## src/rtl/cpu_datapath.sv

```systemverilog
// 8-bit multicycle CPU datapath: PC, IR, MDR, 4x8 register file, A/B latches, ALU, ALUout, N/Z.
// Every register is steered by one bit of the controller's control word and holds otherwise.
module cpu_datapath #(
  parameter int unsigned WIDTH = 8
) (
  input  logic             CLOCK_50,
  input  logic             reset,
  input  logic             PCwrite,
  input  logic             AddrSel,
  input  logic             IRload,
  input  logic             MDRload,
  input  logic             RASel,
  input  logic             RFWrite,
  input  logic             RegIn,
  input  logic             ABLD,
  input  logic             ALU_A,
  input  logic [2:0]       ALU_B,
  input  logic [2:0]       ALUop,
  input  logic             FlagWrite,
  input  logic             ALUoutLD,
  input  logic [WIDTH-1:0] MemRData,
  output logic [WIDTH-1:0] MemAddr,
  output logic [WIDTH-1:0] MemWData,
  output logic [WIDTH-1:0] OpCode,
  output logic [WIDTH-1:0] Aout,
  output logic [WIDTH-1:0] Bout,
  output logic [WIDTH-1:0] ALUregOut,
  output logic             N,
  output logic             Z,
  output logic [WIDTH-1:0] PCout
);

  logic [WIDTH-1:0] pc_q, pc_d;
  logic [WIDTH-1:0] ir_q, ir_d;
  logic [WIDTH-1:0] mdr_q, mdr_d;
  logic [WIDTH-1:0] a_q, a_d;
  logic [WIDTH-1:0] b_q, b_d;
  logic [WIDTH-1:0] aluout_q, aluout_d;
  logic [1:0]       ra_q, ra_d;
  logic             n_q, n_d;
  logic             z_q, z_d;
  logic [WIDTH-1:0] rf_q [4];
  logic [WIDTH-1:0] rf_d [4];

  logic [1:0]       raddr_a;
  logic [WIDTH-1:0] alu_x, alu_y, alu_res, rf_wdata;

  assign raddr_a  = RASel ? 2'b01 : ir_q[7:6];
  assign rf_wdata = RegIn ? mdr_q : aluout_q;

  always_comb begin
    alu_x = ALU_A ? a_q : pc_q;
    alu_y = '0;
    case (ALU_B)
      3'b000:  alu_y = b_q;
      3'b001:  alu_y = WIDTH'(1);
      3'b010:  alu_y = {{(WIDTH-4){ir_q[7]}}, ir_q[7:4]};
      3'b011:  alu_y = {{(WIDTH-5){1'b0}}, ir_q[7:3]};
      3'b100:  alu_y = {{(WIDTH-2){1'b0}}, ir_q[4:3]};
      default: alu_y = '0;
    endcase
  end

  always_comb begin
    alu_res = '0;
    case (ALUop)
      3'b000:  alu_res = alu_x + alu_y;
      3'b001:  alu_res = alu_x - alu_y;
      3'b010:  alu_res = alu_x | alu_y;
      3'b011:  alu_res = ~(alu_x & alu_y);
      3'b100:  alu_res = alu_x << alu_y[2:0];
      3'b101:  alu_res = alu_x >> alu_y[2:0];
      default: alu_res = '0;
    endcase
  end

  always_comb begin
    pc_d     = pc_q;
    ir_d     = ir_q;
    mdr_d    = mdr_q;
    a_d      = a_q;
    b_d      = b_q;
    aluout_d = aluout_q;
    ra_d     = ra_q;
    n_d      = n_q;
    z_d      = z_q;
    for (int i = 0; i < 4; i++) rf_d[i] = rf_q[i];

    if (PCwrite)  pc_d  = alu_res;
    if (IRload)   ir_d  = MemRData;
    if (MDRload)  mdr_d = MemRData;
    // A and RA track together so a later RF write lands where A was read from.
    if (ABLD || RASel) begin
      ra_d = raddr_a;
      a_d  = rf_q[raddr_a];
    end
    if (ABLD)     b_d      = rf_q[ir_q[5:4]];
    if (ALUoutLD) aluout_d = alu_res;
    if (FlagWrite) begin
      n_d = alu_res[WIDTH-1];
      z_d = (alu_res == '0);
    end
    if (RFWrite)  rf_d[ra_q] = rf_wdata;
  end

  always_ff @(posedge CLOCK_50 or posedge reset) begin
    if (reset) begin
      pc_q     <= '0;
      ir_q     <= '0;
      mdr_q    <= '0;
      a_q      <= '0;
      b_q      <= '0;
      aluout_q <= '0;
      ra_q     <= '0;
      n_q      <= 1'b0;
      z_q      <= 1'b0;
      for (int i = 0; i < 4; i++) rf_q[i] <= '0;
    end else begin
      pc_q     <= pc_d;
      ir_q     <= ir_d;
      mdr_q    <= mdr_d;
      a_q      <= a_d;
      b_q      <= b_d;
      aluout_q <= aluout_d;
      ra_q     <= ra_d;
      n_q      <= n_d;
      z_q      <= z_d;
      for (int i = 0; i < 4; i++) rf_q[i] <= rf_d[i];
    end
  end

  assign MemAddr   = AddrSel ? pc_q : b_q;
  assign MemWData  = a_q;
  assign OpCode    = ir_q;
  assign Aout      = a_q;
  assign Bout      = b_q;
  assign ALUregOut = aluout_q;
  assign N         = n_q;
  assign Z         = z_q;
  assign PCout     = pc_q;

endmodule

```

## config.mk

```make
export PLATFORM = sky130hd
export DESIGN_NAME = cpu_datapath
export DESIGN_NICKNAME = d
export VERILOG_FILES = /design/src/rtl/cpu_datapath.sv
export SDC_FILE = /design/constraint.sdc
export NUM_CORES = 1
export LEC_CHECK = 0
export BUFFER_PORTS_ARGS = -buffer_cell sky130_fd_sc_hd__buf_2
export CAP_MARGIN = 20
export CORE_MARGIN = 2
export CORE_UTILIZATION = 45
export CTS_BUF_LIST = sky130_fd_sc_hd__clkbuf_8
export CTS_CLUSTER_SIZE = 12
export DETAILED_ROUTE_END_ITERATION = 10
export PLACE_DENSITY = 0.73
export SETUP_SLACK_MARGIN = 0.5
export SLEW_MARGIN = 20
export SYNTH_ARGS = -nofsm -noshare
export SYNTH_HDL_FRONTEND = slang
export SYNTH_SLANG_ARGS = --single-unit
```

## constraint.sdc

```tcl
create_clock -name CLOCK_50 -period 5.8 [get_ports CLOCK_50]
set_clock_uncertainty 0.1 [all_clocks]
set_input_delay 0.87 -clock CLOCK_50 [delete_from_list [all_inputs] [get_ports CLOCK_50]]
set_output_delay 0.87 -clock CLOCK_50 [all_outputs]
set_load 0.005 [all_outputs]
```

==> summary.txt, run 1 <==
Asr flop ratio synth: 100%
Arr. time, crit path: 4.92 ns
Layout cells sized above 1: 27.0%
Nature of the critical path endpoint: flip-flop
# setup viols final: 0
CTS sink cnt: 84
Post-cts resize count: 0
Root Driver: clkbuf_8
DR DRC count: 0
Pwr dens: 374 mW/mm²
EDFF count, synth: 0
Main synth FF type: dfrtp_1
Max_slew headroom: 47.3%
Clock transition at path regs: 0.08 ns
DP Area: 0.00570 mm²
Crit-path most repeated cell: a21oi_1
Met2 routed WL: 7480 µm
Type of origin of the critical path: primary input
Initial antenna violation count: 0
CP Cell Sequence: buf_2 -> or2_0 -> o211ai_2 -> inv_1 -> ha_1 -> a21oi_1 -> xnor2_1 -> ha_1 -> a21oi_1 -> a21oi_1 -> o22a_1 -> xnor2_1 -> nor3_1 -> nor4_1 -> and3_1 -> a41o_1
Clock Latency Late Sink: 0.36 ns
GRT Total Usage: 26.2%
Final Cycle Share: 81.4%
Setup tns final: 0 ns
Cells after Synth: 556
Initial DRT Pass Iterations: 5
First-pass GRT wire length: 25,400 µm
Hold Fails Final Rpt: 0
Metal3 WL: 1220 µm
Crit-path slowest cell: nor4_1
Seq/Total Area, Yosys: 39.7%
Max Cap Viol: 0
WL/cell: 21.5 µm
Min cycle time layout: 4.72 ns
CTS tree: yes
ANT cells: 0
Layout area overhead: 11.6%
Peak Freq: 212 MHz
Initial Util: 46.2%
Die X: 113 µm
Slew Viols, Final: 0
Top sig layer: met4
Die ar.: 0.0127 mm²
Vias per cell: 6.10
Post-Layout Inst Area: 0.00591 mm²
Final ANT Viol Nets: 0
Crit path max-delay family: compound AO/OA/AOI/OAI gates
Commonest non-fill, non-tap cells in the layout: dfrtp_1 (84), buf_2 (84), nand2_1 (55)
Worst vdd ir: 0.223 mV
Die height: 113 µm
Reg2Reg Depth: 15
GRT Residual Overflow: 0
Power Total: 2210 µW
Final WL: 16,400 µm
Worst path max stage delay: 0.59 ns
Pleak: 0.00265 µW
Hpwl dp: 11,900 µm
Row cnt: 39
Top Ports: 85
Largest net degree at the start of global routing: 85
Outcome: finished, final reports clean
RSZ-0062 raised after global routing: false
Post-CTS Setup Inserts: 0
CP Buf/Inv Count: 2
Via count: 4,644
I/O Buffers: 84
Hold crit path type: reg2reg
Maximum clock insertion buffer count: 2
Slew @ Worst Pin: 0.787 ns
H-tree levels: 3
Mapped Area: 0.00530 mm²
Syn_nets: 595
Iter 0 DRT Violations: 426
CP required: 6.00 ns
Syn Area/Cell: 9.53 µm²
Setup CP Type: in2reg
Number of global-route vias before repair: 4,444
WHS Path Cells: 1
Final Wtd Congestion: 0.968
Final Net Count: 652
Crit-path max FO: 12
Yosys cell types: 70
Inserted Clock Buffers: 9
Hold_buf cts: 0
Core area: 0.0115 mm²
Path length in cells of the critical path: 16
YS warnings: 0
Met1 WL: 7310 µm
Seq cells post-synth: 84
-- worst register-to-register path, stage by stage (launching register included) --
cell and delay [ns]:
dfrtp_1 0.48, mux2i_1 0.19, o211ai_2 0.51, inv_1 0.26, ha_1 0.26, a21oi_1 0.15
xnor2_1 0.14, ha_1 0.29, a21oi_1 0.19, a21oi_1 0.11, o22a_1 0.22, xnor2_1 0.18
nor3_1 0.07, nor4_1 0.59, and3_1 0.25, a41o_1 0.17
-- kinds of logic (layout without fill, tap and decap cells) --
kind of cell | count (synthesis) | after routing | synth area share (%)
and+or+nand+nor | 175 | 175 | 16.0
AOI/OAI and AO/OA | 145 | 145 | 17.0
buffers and inverters | 54 | 116 | 5.27
xor gates and xnor gates | 11 | 11 | 1.82
DFF | 84 | 84 | 39.7
adders and majority gates | 12 | 12 | 2.98
muxes | 75 | 75 | 17.3
-- state kept, by name, indices dropped and copies added, names as in the netlist --
name       count
ALUregOut      8
N              1
PCout          8
rf_q          32
Z              1
Aout           8
Bout           8
mdr_q          8
OpCode         8
ra_q           2
-- where the power goes --
part           total, µW  internal, µW  switching [µW]  leakage [µW]
logic                868           388             479       0.00153
clock network        445           238             207      0.000117
registers            899           729             170       0.00101
total               2210          1360             857       0.00265
-- cell usage after synthesis, types with 5 or more instances --
| cell | count | area, µm² |
|---|---|---|
| a21oi_1 | 52 | 260 |
| a31oi_1 | 10 | 62.6 |
| buf_2 | 6 | 30.0 |
| buf_4 | 10 | 75.1 |
| clkbuf_1 | 19 | 71.3 |
| dfrtp_1 | 84 | 2100 |
| ha_1 | 11 | 138 |
| inv_1 | 9 | 33.8 |
| mux2_2 | 38 | 428 |
| mux2i_1 | 27 | 270 |
| mux4_2 | 8 | 180 |
| nand2_1 | 55 | 206 |
| nand3_1 | 16 | 80.1 |
| nand3b_1 | 5 | 37.5 |
| nor2_1 | 54 | 203 |
| nor3_1 | 6 | 30.0 |
| o21ai_0 | 41 | 205 |
| o32ai_1 | 5 | 43.8 |
| or3_1 | 5 | 31.3 |
| xnor2_1 | 6 | 52.6 |
| xor2_1 | 5 | 43.8 |
-- metal layers --
metal | up-vias | GRT usage [%]
li1 | 2122 | -
met1 | 2297 | 37.1
met2 | 199 | 40.5
met3 | 26 | 5.94
met4 | 0 | 7.48
met5 | - | 0
-- cell type report --
| class | instances | area, µm² |
|---|---|---|
| multi-input combinational | 418 | 2920 |
| tap | 143 | 179 |
| fill | 1019 | 5560 |
| timing repair buffer | 89 | 462 |
| clock buffer | 9 | 124 |
| sequential | 84 | 2100 |
| clock inverter | 7 | 85.1 |
| inverter | 11 | 42.5 |
-- per-stage QoR --
stage	util (%)	std cells	hold WS, ns	worst slack [ns]
after CTS	51.5	761	0.413	1.19
after detailed placement	49.7	745	0.395	0.810
after floorplan	-	556	0.365	1.85
after global routing	51.6	761	0.424	0.809
final	51.6	761	0.410	1.08
after global placement	49.7	745	0.383	0.976
-- path summary, 6_finish.rpt --
kind	start	endpoint	slack [ns]
worst max-delay path	ALU_B[2]	Z	1.08
worst min-delay path	mdr_q[0]	mdr_q[0]	0.41
worst max register to register	Bout[1]	Z	1.60
worst min register to register	mdr_q[0]	mdr_q[0]	0.41
max in group asynchronous	reset	PCout[1]	4.45
min in group asynchronous	reset	ra_q[0]	0.58
Note: power is estimated with default switching activity, not from simulation.
==> run 2: changes to the inputs <==
--- a/config.mk
+++ b/config.mk
@@ -12,7 +12,7 @@
 export CTS_BUF_LIST = sky130_fd_sc_hd__clkbuf_8
 export CTS_CLUSTER_SIZE = 12
 export DETAILED_ROUTE_END_ITERATION = 10
-export PLACE_DENSITY = 0.73
+export PLACE_DENSITY = 0.75
 export SETUP_SLACK_MARGIN = 0.5
 export SLEW_MARGIN = 20
 export SYNTH_ARGS = -nofsm -noshare
==> constraint.sdc (replaced) <==
create_clock -name CLOCK_50 -period 4.2 [get_ports CLOCK_50]
set_clock_uncertainty 0.1 [all_clocks]
set_input_delay 0.63 -clock CLOCK_50 [delete_from_list [all_inputs] [get_ports CLOCK_50]]
set_output_delay 0.63 -clock CLOCK_50 [all_outputs]
set_load 0.005 [all_outputs]
==> summary.txt, run 2 (synthesis gave the netlist of run 1 again) <==
Largest net degree at the start of global routing: 64
First-pass GRT wire length: 25,400 µm
Initial antenna violation count: 0
Pleak: 0.00275 µW
Outcome: finished, final reports clean
Clock Latency Late Sink: 0.36 ns
# setup viols final: 0
Layout area overhead: 15.4%
Iter 0 DRT Violations: 357
Post-Layout Inst Area: 0.00611 mm²
Clock transition at path regs: 0.09 ns
CP Buf/Inv Count: 3
Worst vdd ir: 0.311 mV
Setup CP Type: in2reg
Max_slew headroom: 48.0%
Final Wtd Congestion: 0.950
WL/cell: 21.1 µm
Pwr dens: 527 mW/mm²
Post-Place Cells: 758
Maximum clock insertion buffer count: 2
Final Net Count: 666
Initial DRT Pass Iterations: 5
Via count: 4,758
Die X: 113 µm
Power Total: 3220 µW
Nature of the critical path endpoint: flip-flop
RSZ-0062 raised after global routing: false
CP required: 4.35 ns
Setup tns final: 0 ns
Arr. time, crit path: 3.68 ns
Largest reg by FF count: rf_q
Number of global-route vias before repair: 4,638
Layout cells sized above 1: 30.7%
Final WL: 16,300 µm
I/O Buffers: 84
Non-filler cells, final: 775
H-tree levels: 3
Final Cycle Share: 84.1%
CP Cell Sequence: buf_2 -> nand2_2 -> o32a_4 -> nand2_4 -> inv_2 -> ha_1 -> nand2_1 -> o21ai_0 -> xor2_1 -> ha_1 -> or2_2 -> o22a_1 -> a21o_1 -> a21oi_2 -> xnor2_1 -> a221oi_2 -> buf_4 -> a41o_1
R2R Setup Slk: 0.68 ns
Max Cap Viol: 0
GRT Total Usage: 25.7%
Row cnt: 39
Worst path max stage delay: 0.35 ns
Commonest non-fill, non-tap cells in the layout: dfrtp_1 (84), buf_2 (83), nand2_1 (55)
Peak Freq: 283 MHz
Crit path max-delay family: compound AO/OA/AOI/OAI gates
Max reg flops: 32
Hpwl dp: 12,100 µm
Min cycle time layout: 3.53 ns
Root Driver: clkbuf_8
Die height: 113 µm
Crit-path slowest cell: o32a_4
Slew @ Worst Pin: 0.781 ns
GRT Residual Overflow: 0
CTS sink cnt: 84
DP Area: 0.00582 mm²
Final ANT Viol Nets: 0
Crit-path most repeated cell: ha_1
CTS tree: yes
Vias per cell: 6.14
Core area: 0.0115 mm²
Hold crit path type: in2async
Top Ports: 85
Commonest non-fill, non-tap cell in the layout: dfrtp_1
Hold slack final: 0.295 ns
Type of origin of the critical path: primary input
Hold Fails Final Rpt: 0
ANT cells: 0
Die ar.: 0.0127 mm²
Inserted Clock Buffers: 9
Crit-path max FO: 12
DR DRC count: 0
Slew Viols, Final: 0
Initial Util: 46.2%
## run 2: changes by cell type in the layout (fill, tap and decap cells not counted), moves of 2 or more
| cell | before | now |
|---|---|---|
| nor3_2 | 0 | 2 |
| a21oi_1 | 52 | 48 |
| inv_1 | 11 | 9 |
| nor3_1 | 6 | 4 |
| a21oi_2 | 1 | 5 |
| buf_4 | 4 | 19 |
| clkinv_2 | 2 | 0 |
## run 2: layer usage
layer	up-vias	routed length (µm)	track usage [%]
met4	0	463	9.11
li1	2158	-	-
met3	39	1390	4.64
met1	2320	6890	36.0
met2	241	7580	40.3
met5	-	0	0
## run 2: final cells by class
| cell class | count | area [µm²] |
|---|---|---|
| fillers | 1026 | 5350 |
| multi-input cells | 418 | 2980 |
| flip-flops and latches | 84 | 2100 |
| repair buffers | 103 | 566 |
| well taps | 143 | 179 |
| clock buffers | 10 | 138 |
| clock inverters | 6 | 111 |
| inverters | 11 | 43.8 |
## run 2: what timing repair did
item                       in CTS  in global routing
buffers inserted                0                  1
hold buffers                    0                  0
setup endpoints to repair       0                 10
resized for setup               0                 10
hold endpoints to repair        0                  0
## run 2: worst paths after layout
| kind | from | to | cells after the start |
|---|---|---|---|
| worst min register to register | mdr_q[2] | mdr_q[2] | 1 |
| worst max register to register | OpCode[3] | Z | 17 |
| worst max-delay path | ALU_B[2] | Z | 18 |
| min in group CLOCK_50 | FlagWrite | N | 2 |
| max in group asynchronous | reset | rf_q[16] | 3 |
| worst min-delay path | reset | ra_q[1] | 2 |
## run 2: worst register-to-register path, stage by stage (launching register included)
cell	delay, ns
dfrtp_1	0.49
nand2_2	0.10
o32a_4	0.35
nand2_4	0.07
inv_2	0.04
ha_1	0.21
nand2_1	0.08
o21ai_0	0.11
xor2_1	0.17
ha_1	0.22
or2_2	0.30
o22a_1	0.19
a21o_1	0.20
a21oi_2	0.14
xnor2_1	0.16
a221oi_2	0.08
buf_4	0.18
a41o_1	0.22
## run 2: power breakdown
group | internal [µW] | switching, µW | leakage [µW]
Clock | 412 | 289 | 0.000128
Combinational | 586 | 698 | 0.00161
Sequential | 1010 | 232 | 0.00101
Total | 2010 | 1220 | 0.00275
## run 2: per-stage QoR
step / utilization (%) / worst slack [ns]
floorplan: - / 0.514
global placement: 50.7 / 0.344
detailed placement: 50.7 / 0.195
CTS: 52.9 / 0.544
global route: 53.3 / 0.506
finish: 53.3 / 0.669
==> run 3: changes to the inputs <==
--- a/config.mk
+++ b/config.mk
@@ -5,6 +5,7 @@
 export SDC_FILE = /design/constraint.sdc
 export NUM_CORES = 1
 export LEC_CHECK = 0
+export ABC_AREA = 1
 export BUFFER_PORTS_ARGS = -buffer_cell sky130_fd_sc_hd__buf_2
 export CAP_MARGIN = 20
 export CORE_MARGIN = 2
==> constraint.sdc (replaced) <==
create_clock -name CLOCK_50 -period 3.05 [get_ports CLOCK_50]
set_clock_uncertainty 0.1 [all_clocks]
set_input_delay 0.4575 -clock CLOCK_50 [delete_from_list [all_inputs] [get_ports CLOCK_50]]
set_output_delay 0.4575 -clock CLOCK_50 [all_outputs]
set_load 0.005 [all_outputs]
==> summary.txt, run 3 <==
Number of global-route vias before repair: 5,243
Layout cells sized above 1: 28.3%
Top Ports: 85
Die X: 114 µm
Layout area overhead: 23.6%
Setup WS pre-CTS: -0.172 ns
Max reg flops: 32
Mapped Area: 0.00542 mm²
Iter 0 DRT Violations: 453
Clock transition at path regs: 0.09 ns
Area contributors post-synth: dfrtp_1 (39%), nand2_1 (12%), o21ai_0 (8.7%)
Initial DRT Pass Iterations: 5
Core area: 0.0119 mm²
Die ar.: 0.0129 mm²
Slew Viols, Final: 0
CTS sink cnt: 84
Syn Area/Cell: 7.25 µm²
Hpwl dp: 13,000 µm
WL/cell: 16.6 µm
Hold Fails Final Rpt: 0
Outcome: finished, final reports clean
Initial antenna violation count: 0
Hold crit path type: in2reg
Non-filler cells, final: 1,027
Vias per cell: 5.44
Cell with the most instances after synthesis: nand2_1
Post-Place Cells: 1,003
Max_slew headroom: 40.0%
Worst vdd ir: 0.358 mV
DR DRC count: 0
Via count: 5,584
Syn_nets: 787
ANT cells: 0
Main synth FF type: dfrtp_1
I/O Buffers: 84
Commonest cells post-synth: nand2_1 (173), inv_1 (96), o21ai_0 (94), dfrtp_1 (84), nor2_1 (51)
Max Cap Viol: 0
Final Cycle Share: 98.5%
Nature of the critical path endpoint: flip-flop
Row cnt: 40
Seq/Total Area, Yosys: 38.8%
H-tree levels: 3
Final Net Count: 914
GRT Residual Overflow: 0
Type of origin of the critical path: flip-flop
Asr flop ratio synth: 100%
Largest reg by FF count: rf_q
# setup viols final: 0
Commonest non-fill, non-tap cell in the layout: nand2_1
First-pass GRT wire length: 27,300 µm
YS warnings: 0
Setup CP Type: reg2reg
CP required: 3.26 ns
Layout fillers: 1,147
Slew @ Worst Pin: 0.896 ns
Yosys cell types: 36
Final WS setup: 0.0454 ns
Pleak: 0.00338 µW
Final WL: 17,100 µm
Commonest non-fill, non-tap cells in the layout: nand2_1 (167), inv_1 (91), o21ai_0 (84), buf_2 (84), dfrtp_1 (83)
Final Wtd Congestion: 0.968
Root Driver: clkbuf_8
Final ANT Viol Nets: 0
Initial Util: 45.7%
Clock Latency Late Sink: 0.37 ns
GRT Total Usage: 27.0%
CTS tree: yes
EDFF count, synth: 0
Pwr dens: 610 mW/mm²
Inserted Clock Buffers: 9
RSZ-0062 raised after global routing: true
Crit-path max FO: 5
Area share of the largest cell type after synthesis: 38.8%
Maximum clock insertion buffer count: 2
Min cycle time layout: 3.00 ns
Leading area contributor after synthesis: dfrtp_1
Largest net degree at the start of global routing: 47
Arr. time, crit path: 3.21 ns
Peak Freq: 333 MHz
Cells after Synth: 748
Die height: 114 µm
Seq cells post-synth: 84
## run 3: cell count changes after synthesis, moves of 8 or more
cell,before,now
a31oi_1,10,19
nand2_1,55,173
mux2_2,38,22
mux4_2,8,0
o21ai_0,41,94
nand3_1,16,50
a21oi_1,52,35
mux2i_1,27,0
o21ai_1,3,15
inv_1,9,96
## run 3: per-stage QoR
stage / power (µW) / area [µm²] / util (%) / hold WS [ns] / setup TNS [ns]
after floorplan: 2580 / 5520 / - / 0.370 / 0
after global placement: 3210 / 6360 / 53.6 / 0.282 / -0.901
after detailed placement: 3230 / 6360 / 53.6 / 0.282 / -1.10
after CTS: 4020 / 6620 / 55.8 / 0.207 / 0
after global routing: 4370 / 6700 / 56.5 / 0.216 / -0.478
final: 4090 / 6700 / 56.5 / 0.213 / 0
## run 3: path summary, 6_finish.rpt
check / from / end / slack, ns / depth (start not counted)
min in group asynchronous: reset / Aout[1] / 0.43 / 3
max reg2reg: OpCode[4] / Z / 0.05 / 20
min: PCwrite / PCout[7] / 0.21 / 2
min reg2reg: Z / Z / 0.40 / 2
max: OpCode[4] / Z / 0.05 / 20
max in group asynchronous: reset / OpCode[4] / 1.56 / 4
## run 3: power breakdown
group          internal [µW]  switching (µW)
clock                    325             422
combinational            741            1010
sequential              1370             223
## run 3: repair_timing
item,in CTS,in global routing
setup buffers,2,5
endpoints found under the hold margin,7,0
setup endpoints to repair,16,16
pin swaps,17,15
gates resized for setup,12,16
hold buffers,1,0
## run 3: cell families (layout without fill, tap and decap cells)
logic type                 Yosys count  after routing  share of synthesized area [%]
adders and majority gates           12             12                           2.91
muxes                               22             22                           4.57
xor gates and xnor gates             6              6                          0.970
and+or+nand+nor                    313            313                           25.2
buffers and inverters              137            269                           10.5
DFF                                 84             84                           38.8
AOI/OAI and AO/OA                  174            174                           17.1
## run 3: critical path, stage by stage (launching register included)
cell     delay (ns)
dfrtp_2        0.48
nand4_1        0.13
nand2_2        0.08
nor2_4         0.14
buf_4          0.14
nand3_1        0.09
nand2_2        0.10
o21ai_1        0.08
xnor2_1        0.15
ha_1           0.33
nand2_1        0.08
or2_4          0.24
nand3_2        0.05
nand2_1        0.06
nand3_2        0.07
nand4_1        0.15
nor2_2         0.16
nand3_1        0.10
nor2_1         0.11
nand2_1        0.06
nand2_1        0.05
## run 3: cell type report
class                   instances  area (µm²)  area share (%)
clock buffers                  10         138            2.05
clock inverters                 6        46.3           0.691
inverters                     102         387            5.77
multi-input cells             527        2910            43.4
flip-flops and latches         84        2100            31.4
well taps                     147         184            2.75
repair buffers                151         933            13.9
## run 3: routing by layer
metal | vias up | GRT usage, % | part of all wire (%)
met5 | - | 0 | 0
met4 | 0 | 8.29 | 2.7
met3 | 40 | 5.15 | 8.5
met2 | 257 | 42.1 | 45
met1 | 2586 | 38.3 | 43
li1 | 2701 | - | -
